<file path="config.mk">
export PLATFORM = sky130hd
export DESIGN_NAME = prg_uploader
export DESIGN_NICKNAME = d
export VERILOG_FILES = /design/src/rtl/prg_uploader.sv
export SDC_FILE = /design/constraint.sdc
export NUM_CORES = 1
export LEC_CHECK = 0
export ABC_AREA = 1
export CAP_MARGIN = 30
export CELL_PAD_IN_SITES_DETAIL_PLACEMENT = 1
export CELL_PAD_IN_SITES_GLOBAL_PLACEMENT = 1
export CORE_ASPECT_RATIO = 0.6
export CORE_MARGIN = 8
export CORE_UTILIZATION = 40
export CTS_CLUSTER_DIAMETER = 80
export DETAILED_ROUTE_END_ITERATION = 10
export PLACE_DENSITY_LB_ADDON = 0.1
export SETUP_SLACK_MARGIN = 0.3
export SYNTH_ARGS = -nofsm -noshare
export SYNTH_HDL_FRONTEND = slang
export SYNTH_SLANG_ARGS = --single-unit
</file>
<file path="constraint.sdc">
create_clock -name clk_sys -period 3.5 [get_ports clk_sys]
set_input_delay 1.05 -clock clk_sys [delete_from_list [all_inputs] [get_ports clk_sys]]
set_output_delay 1.05 -clock clk_sys [all_outputs]
set_load 0.005 [all_outputs]
</file>
<file path="src/rtl/prg_uploader.sv">
// BASIC program uploader: captures the start/end pointers from RAM and serves the
// PRG file (2-byte load-address header + body) to the HPS. Optional macro PRG_UPLOADER_OVERRIDE_EN.
module prg_uploader #(
    parameter logic [15:0] PTR_BASE = 16'h002B
) (
    input  logic        clk_sys,
    input  logic        reset,
    input  logic        start,
    output logic [15:0] ram_addr,
    output logic        ram_rd,
    input  logic [7:0]  ram_din,
    input  logic        ioctl_upload,
    input  logic        ioctl_rd,
    input  logic [24:0] ioctl_addr,
    output logic [7:0]  ioctl_din,
    output logic        busy,
    output logic        ready,
    output logic [16:0] len,
    output logic        error
`ifdef PRG_UPLOADER_OVERRIDE_EN
   ,input  logic        ovr_en,
    input  logic [15:0] ovr_start,
    input  logic [15:0] ovr_end
`endif
);

    localparam int unsigned AW = 16;
    localparam int unsigned DW = 8;
    localparam int unsigned LW = 17;

    typedef enum logic [2:0] {
        S_IDLE, S_PTR, S_CHECK, S_READY, S_FETCH, S_WAIT
    } state_e;

    state_e          state_q;
    logic [2:0]      step_q;
    logic [AW-1:0]   start_ptr_q, end_ptr_q, ram_addr_q;
    logic            ram_rd_q, busy_q, ready_q, error_q, upload_q;
    logic [DW-1:0]   din_q;
    logic [LW-1:0]   len_q;
    logic [1:0]      run_q;

    logic            ovr_sel_c;
    logic [AW-1:0]   ovr_start_c, ovr_end_c;
    logic [AW-1:0]   fetch_addr_d;
    logic [LW-1:0]   len_d;
    logic            error_d;
    logic            past_end_c, start_ok_c, upload_fall_c;

`ifdef PRG_UPLOADER_OVERRIDE_EN
    assign ovr_sel_c   = ovr_en;
    assign ovr_start_c = ovr_start;
    assign ovr_end_c   = ovr_end;
`else
    assign ovr_sel_c   = 1'b0;
    assign ovr_start_c = '0;
    assign ovr_end_c   = '0;
`endif

    // Address arithmetic, length check and request qualification
    always_comb begin
        fetch_addr_d  = start_ptr_q + ioctl_addr[AW-1:0] - AW'(2);
        error_d       = 1'b0;
        len_d         = LW'(2);
        if (end_ptr_q < start_ptr_q) begin
            error_d = 1'b1;
        end else begin
            len_d = {1'b0, end_ptr_q} - {1'b0, start_ptr_q} + LW'(2);
        end
        past_end_c    = ioctl_addr >= {8'd0, len_q};
        start_ok_c    = start && run_q[1] && (state_q == S_IDLE || state_q == S_READY);
        upload_fall_c = upload_q && !ioctl_upload;
    end

    always_ff @(posedge clk_sys or posedge reset) begin
        if (reset) begin
            state_q     <= S_IDLE;
            step_q      <= '0;
            start_ptr_q <= '0;
            end_ptr_q   <= '0;
            ram_addr_q  <= '0;
            ram_rd_q    <= 1'b0;
            busy_q      <= 1'b0;
            ready_q     <= 1'b0;
            error_q     <= 1'b0;
            upload_q    <= 1'b0;
            din_q       <= '0;
            len_q       <= '0;
            run_q       <= '0;
        end else begin
            upload_q <= ioctl_upload;
            // start is only honoured once reset release has propagated for two cycles
            run_q    <= {run_q[0], 1'b1};
            if (upload_fall_c) begin
                state_q  <= S_IDLE;
                ready_q  <= 1'b0;
                busy_q   <= 1'b0;
                ram_rd_q <= 1'b0;
            end else if (start_ok_c) begin
                ready_q <= 1'b0;
                busy_q  <= 1'b1;
                step_q  <= '0;
                if (ovr_sel_c) begin
                    start_ptr_q <= ovr_start_c;
                    end_ptr_q   <= ovr_end_c;
                    state_q     <= S_CHECK;
                end else begin
                    ram_rd_q   <= 1'b1;
                    ram_addr_q <= PTR_BASE;
                    state_q    <= S_PTR;
                end
            end else begin
                case (state_q)
                    S_PTR: begin
                        // even steps: read strobe is out; odd steps: data is back
                        if (!step_q[0]) begin
                            ram_rd_q <= 1'b0;
                            step_q   <= step_q + 3'd1;
                        end else begin
                            case (step_q[2:1])
                                2'd0:    start_ptr_q[7:0]  <= ram_din;
                                2'd1:    start_ptr_q[15:8] <= ram_din;
                                2'd2:    end_ptr_q[7:0]    <= ram_din;
                                default: end_ptr_q[15:8]   <= ram_din;
                            endcase
                            if (step_q == 3'd7) begin
                                state_q <= S_CHECK;
                            end else begin
                                ram_rd_q   <= 1'b1;
                                ram_addr_q <= PTR_BASE + AW'(step_q[2:1]) + AW'(1);
                                step_q     <= step_q + 3'd1;
                            end
                        end
                    end
                    S_CHECK: begin
                        len_q   <= len_d;
                        error_q <= error_d;
                        ready_q <= 1'b1;
                        busy_q  <= 1'b0;
                        state_q <= S_READY;
                    end
                    S_READY: begin
                        if (ioctl_rd) begin
                            if (ioctl_addr < 25'd2) begin
                                din_q <= ioctl_addr[0] ? start_ptr_q[15:8] : start_ptr_q[7:0];
                            end else begin
                                ram_addr_q <= fetch_addr_d;
                                if (past_end_c) begin
                                    din_q <= '0;
                                end else begin
                                    ram_rd_q <= 1'b1;
                                    busy_q   <= 1'b1;
                                    state_q  <= S_FETCH;
                                end
                            end
                        end
                    end
                    S_FETCH: begin
                        ram_rd_q <= 1'b0;
                        busy_q   <= 1'b0;
                        state_q  <= S_WAIT;
                    end
                    S_WAIT: begin
                        din_q   <= ram_din;
                        state_q <= S_READY;
                    end
                    default: state_q <= S_IDLE;
                endcase
            end
        end
    end

    assign ram_addr  = ram_addr_q;
    assign ram_rd    = ram_rd_q;
    // RAM data is forwarded while it arrives so a fetched byte meets the 2-cycle turnaround
    assign ioctl_din = (state_q == S_WAIT) ? ram_din : din_q;
    assign busy      = busy_q;
    assign ready     = ready_q;
    assign len       = len_q;
    assign error     = error_q;

endmodule

</file>
==> results.sh <==
export IMPL_areaGrowthSynthToFinish_pct=22.9
export IMPL_critical_path_slowest_cell="sky130_fd_sc_hd__clkdlybuf4s50_1"
export IMPL_grt_pass1_wl_um=35400
export IMPL_global_route_overflow_total=0
export IMPL_number_of_global_route_vias_before_repair=6528
export IMPL_unique_masters_post_synth=40
export IMPL_largest_fanout_of_any_net_on_the_critical_path=2
export IMPL_effective_utilization_at_floorplan=0.413
export IMPL_area_of_combinational_cells_with_multiple_inputs_mm2=0.00393
export IMPL_rsz0062_at_grt="true"
export IMPL_timing_max_slew_rel_slack=0.539
export IMPL_leakagePower_nw=4.23
export IMPL_drtIter0Drc=403
export IMPL_postSynthRegisterBits=86
export IMPL_cp_buffers_inverters=4
export IMPL_clock_sinks=86
export IMPL_insertion_delay_ps=350
export IMPL_placement_cell_area_mm2=0.00800
export IMPL_design_final_nets=1152
export IMPL_synth_top_flop_cell="sky130_fd_sc_hd__dfrtp_1"
export IMPL_worstHoldPathType="flop to flop"
export IMPL_full_die_area_mm2=0.0214
export IMPL_timing_final_max_slew_violations=0
export IMPL_via_per_inst=5.03
export IMPL_tritoncts_num_buffers=9
export IMPL_fin_crit_sh=0.883
export IMPL_pin_count=83
export IMPL_critical_path_max_stage_delay_ps=450
export IMPL_dp_final_hpwl_um=17900
export IMPL_synth_net_count=1045
export IMPL_worst_ir_drop_vdd_uv=329
export IMPL_fraction_of_final_layout_cells_with_drive_strength_greater_than_1=0.0700
export IMPL_synth_edff_count=0
export IMPL_fp_row_count=36
export IMPL_element_type_at_the_critical_path_start="input port"
export IMPL_first_pass_iters=4
export IMPL_fp_dieW_um=184
export IMPL_finalInstanceArea_mm2=0.00830
export IMPL_timing_setup_tns_ps=0
export IMPL_routabilityCongestion=0.904
export IMPL_number_of_antenna_violations_at_the_first_check_in_global_routing=0
export IMPL_buffer_ports_inserted=82
export IMPL_crit_path_end_kind="output port"
export IMPL_timing_worst_setup_path_type="input port to output port"
export IMPL_antenna_diode_count=0
export IMPL_post_synth_instance_area_mm2=0.00675
export IMPL_cap_violations=0
export IMPL_cts_root_buf="sky130_fd_sc_hd__clkbuf_16"
export IMPL_synth_seq_area_share=0.319
export IMPL_clk_pin_slew_worst_paths_ps=80
export IMPL_cts_setup_buffers=0
export IMPL_synth_compound_gate_area_share=0.119
export IMPL_yosys_warnings=0
export IMPL_dr_total_vias=6326
export IMPL_cts_tree="built"
export IMPL_cts_path_max_buffers=2
export IMPL_wl_um=21600
export IMPL_grt_start_max_net_pins=47
export IMPL_critPathTopFamily="buffers and inverters"
export IMPL_post_synth_and_or_nand_nor_area_fraction=0.261
export IMPL_max_frequency_mhz=324
export IMPL_arithmetic_cell_share_of_the_synthesized_area_counting_full_adders_half_adders_and_majority_gates=0.178
export IMPL_critPathRequiredTime_ps=2450
export IMPL_number_of_setup_violations_in_the_final_report=0
export IMPL_post_synth_inst_count=917
export IMPL_drt_drc_violations_left=0
export IMPL_status="completed"
export IMPL_largest_family_of_logic_cells_by_synthesized_area="simple AND/OR/NAND/NOR gates"
export IMPL_post_synth_mux_area_share=0
export IMPL_synthArstFlopShare=1.00
export IMPL_floorplan_core_area_mm2=0.0164
export IMPL_post_synth_xor_area_fraction=0.0234
export IMPL_all_layer_global_routing_usage=0.211
export IMPL_skew_ps=9.05
export IMPL_die_y_um=117
export IMPL_htree_num_levels=3
export IMPL_worst_ep_arrival_time_ps=2040
export IMPL_finalHoldViolations=0
export IMPL_final_antenna_net_count=0
export IMPL_power_density_relative_to_cell_area_mw_per_mm2=906
export IMPL_avgSynthCellArea_um2=7.36
export IMPL_crit_path_cell_trace="clkdlybuf4s50_1 > inv_1 > o21ai_1 > buf_4 > dlygate4sd2_1"
export IMPL_post_drt_wl_per_cell_um=17.2
export IMPL_layout_min_cycle_time_ps=3090
export IMPL_worstMarginPinSlew_ps=690
export IMPL_ff_latch_area_mm2=0.00215
export IMPL_nFillCells=2099
==> registers in the layout, indices dropped and copies added (netlist names) <==
register,cells
len,17
end_ptr_q,16
ram_addr,16
start_ptr_q,16
din_q,8
state_q,3
step_q,3
run_q,2
busy,1
error,1
ram_rd,1
ready,1
upload_q,1
==> routing by layer <==
layer,up-vias,routed length [um],GRT usage
li1,3164,-,-
met1,3067,11500,0.312
met2,87,9230,0.320
met3,8,746,0.0342
met4,0,142,0.0375
met5,-,0,0
==> cell families (layout without fill, tap and decap cells) <==
family	Yosys count	after routing
XOR/XNOR	18	18
AND/OR/NAND/NOR	398	398
adder cells (fa/ha/maj)	90	90
AO/OA/AOI/OAI	150	150
flip-flops	86	86
other	1	1
buffers and inverters	174	286
==> report_power, final <==
part / leakage [nW] / internal [mW] / switching, mW
Clock: 0.144 / 0.507 / 0.488
Combinational: 2.96 / 1.87 / 3.04
Sequential: 1.12 / 1.33 / 0.285
Total: 4.23 / 3.70 / 3.82
==> what timing repair did <==
item,CTS,global route
gates resized for setup,9,5
setup endpoints to repair,8,6
pin swaps,1,1
hold buffers,0,0
==> worst reg2reg max path: cells and delay by family, from the launching register on <==
family / cells / cell delay (ps)
buffers and inverters: 3 / 350
adders and majority gates: 2 / 680
AOI/OAI and AO/OA: 1 / 270
and+or+nand+nor: 10 / 860
DFF: 1 / 380
==> per-stage QoR <==
stage / power, mW / setup slack [ps] / utilization / hold slack (ps) / instances
2_1_floorplan: 4.84 / 585 / - / 331 / 917
3_3_place_gp: 6.37 / 64.2 / 0.489 / 348 / 1241
3_5_place_dp: 6.50 / 11.0 / 0.489 / 346 / 1241
4_1_cts: 7.53 / 376 / 0.507 / 363 / 1257
5_1_grt: 8.26 / 284 / 0.508 / 384 / 1257
6_report: 7.52 / 409 / 0.508 / 362 / 1257
==> Yosys cell counts (3+ instances only) <==
library cell	n	area (um^2)
sky130_fd_sc_hd__inv_2	3	11.3
sky130_fd_sc_hd__o21ai_0	67	335
sky130_fd_sc_hd__xor2_1	13	114
sky130_fd_sc_hd__nor3_2	3	30.0
sky130_fd_sc_hd__fa_1	10	200
sky130_fd_sc_hd__nor2_2	5	31.3
sky130_fd_sc_hd__nand4_1	21	131
sky130_fd_sc_hd__nand2_1	239	897
sky130_fd_sc_hd__dfrtp_1	86	2150
sky130_fd_sc_hd__nand2_2	3	18.8
sky130_fd_sc_hd__nor2_1	52	195
sky130_fd_sc_hd__ha_1	80	1000
sky130_fd_sc_hd__a21oi_1	35	175
sky130_fd_sc_hd__o22ai_1	7	43.8
sky130_fd_sc_hd__inv_1	159	597
sky130_fd_sc_hd__nand3_1	49	245
sky130_fd_sc_hd__xnor2_1	5	43.8
sky130_fd_sc_hd__nand3_2	5	50.1
sky130_fd_sc_hd__clkbuf_1	5	18.8
sky130_fd_sc_hd__o21ai_1	27	135
sky130_fd_sc_hd__nor3_1	11	55.1
sky130_fd_sc_hd__o21bai_1	7	52.6
==> final cells by class <==
class,count,area share
clock buffer,9,0.0271
timing repair buffer,106,0.122
tap,228,0.0344
inverter,164,0.0749
multi-input combinational,657,0.474
clock inverter,7,0.00874
sequential,86,0.259
==> final timing paths <==
| check | start | endpoint | slack [ps] | depth (start not counted) |
|---|---|---|---|---|
| min in group asynchronous | reset | ram_addr[15] | 960 | 2 |
| min reg2reg | run_q[0] | run_q[1] | 360 | 0 |
| min | run_q[0] | run_q[1] | 360 | 0 |
| max in group asynchronous | reset | len[0] | 1850 | 3 |
| max reg2reg | start_ptr_q[2] | len[12] | 840 | 16 |
| max | ram_din[4] | ioctl_din[4] | 410 | 5 |
==> layout by cell type, fill, tap and decap left out, types with 8 or more instances in the layout <==
| cell | Yosys | final |
|---|---|---|
| sky130_fd_sc_hd__nand4_1 | 21 | 21 |
| sky130_fd_sc_hd__nor2_1 | 52 | 52 |
| sky130_fd_sc_hd__fa_1 | 10 | 9 |
| sky130_fd_sc_hd__clkdlybuf4s50_1 | 0 | 73 |
| sky130_fd_sc_hd__ha_1 | 80 | 80 |
| sky130_fd_sc_hd__dlygate4sd2_1 | 0 | 8 |
| sky130_fd_sc_hd__a21oi_1 | 35 | 35 |
| sky130_fd_sc_hd__buf_4 | 2 | 22 |
| sky130_fd_sc_hd__nor3_1 | 11 | 11 |
| sky130_fd_sc_hd__dfrtp_1 | 86 | 86 |
| sky130_fd_sc_hd__nand3_1 | 49 | 48 |
| sky130_fd_sc_hd__nand2_1 | 239 | 239 |
| sky130_fd_sc_hd__inv_1 | 159 | 158 |
| sky130_fd_sc_hd__xor2_1 | 13 | 13 |
| sky130_fd_sc_hd__o21ai_1 | 27 | 29 |
| sky130_fd_sc_hd__o21ai_0 | 67 | 65 |
| sky130_fd_sc_hd__clkbuf_16 | 0 | 9 |
Power figures use the tool's default switching activity.
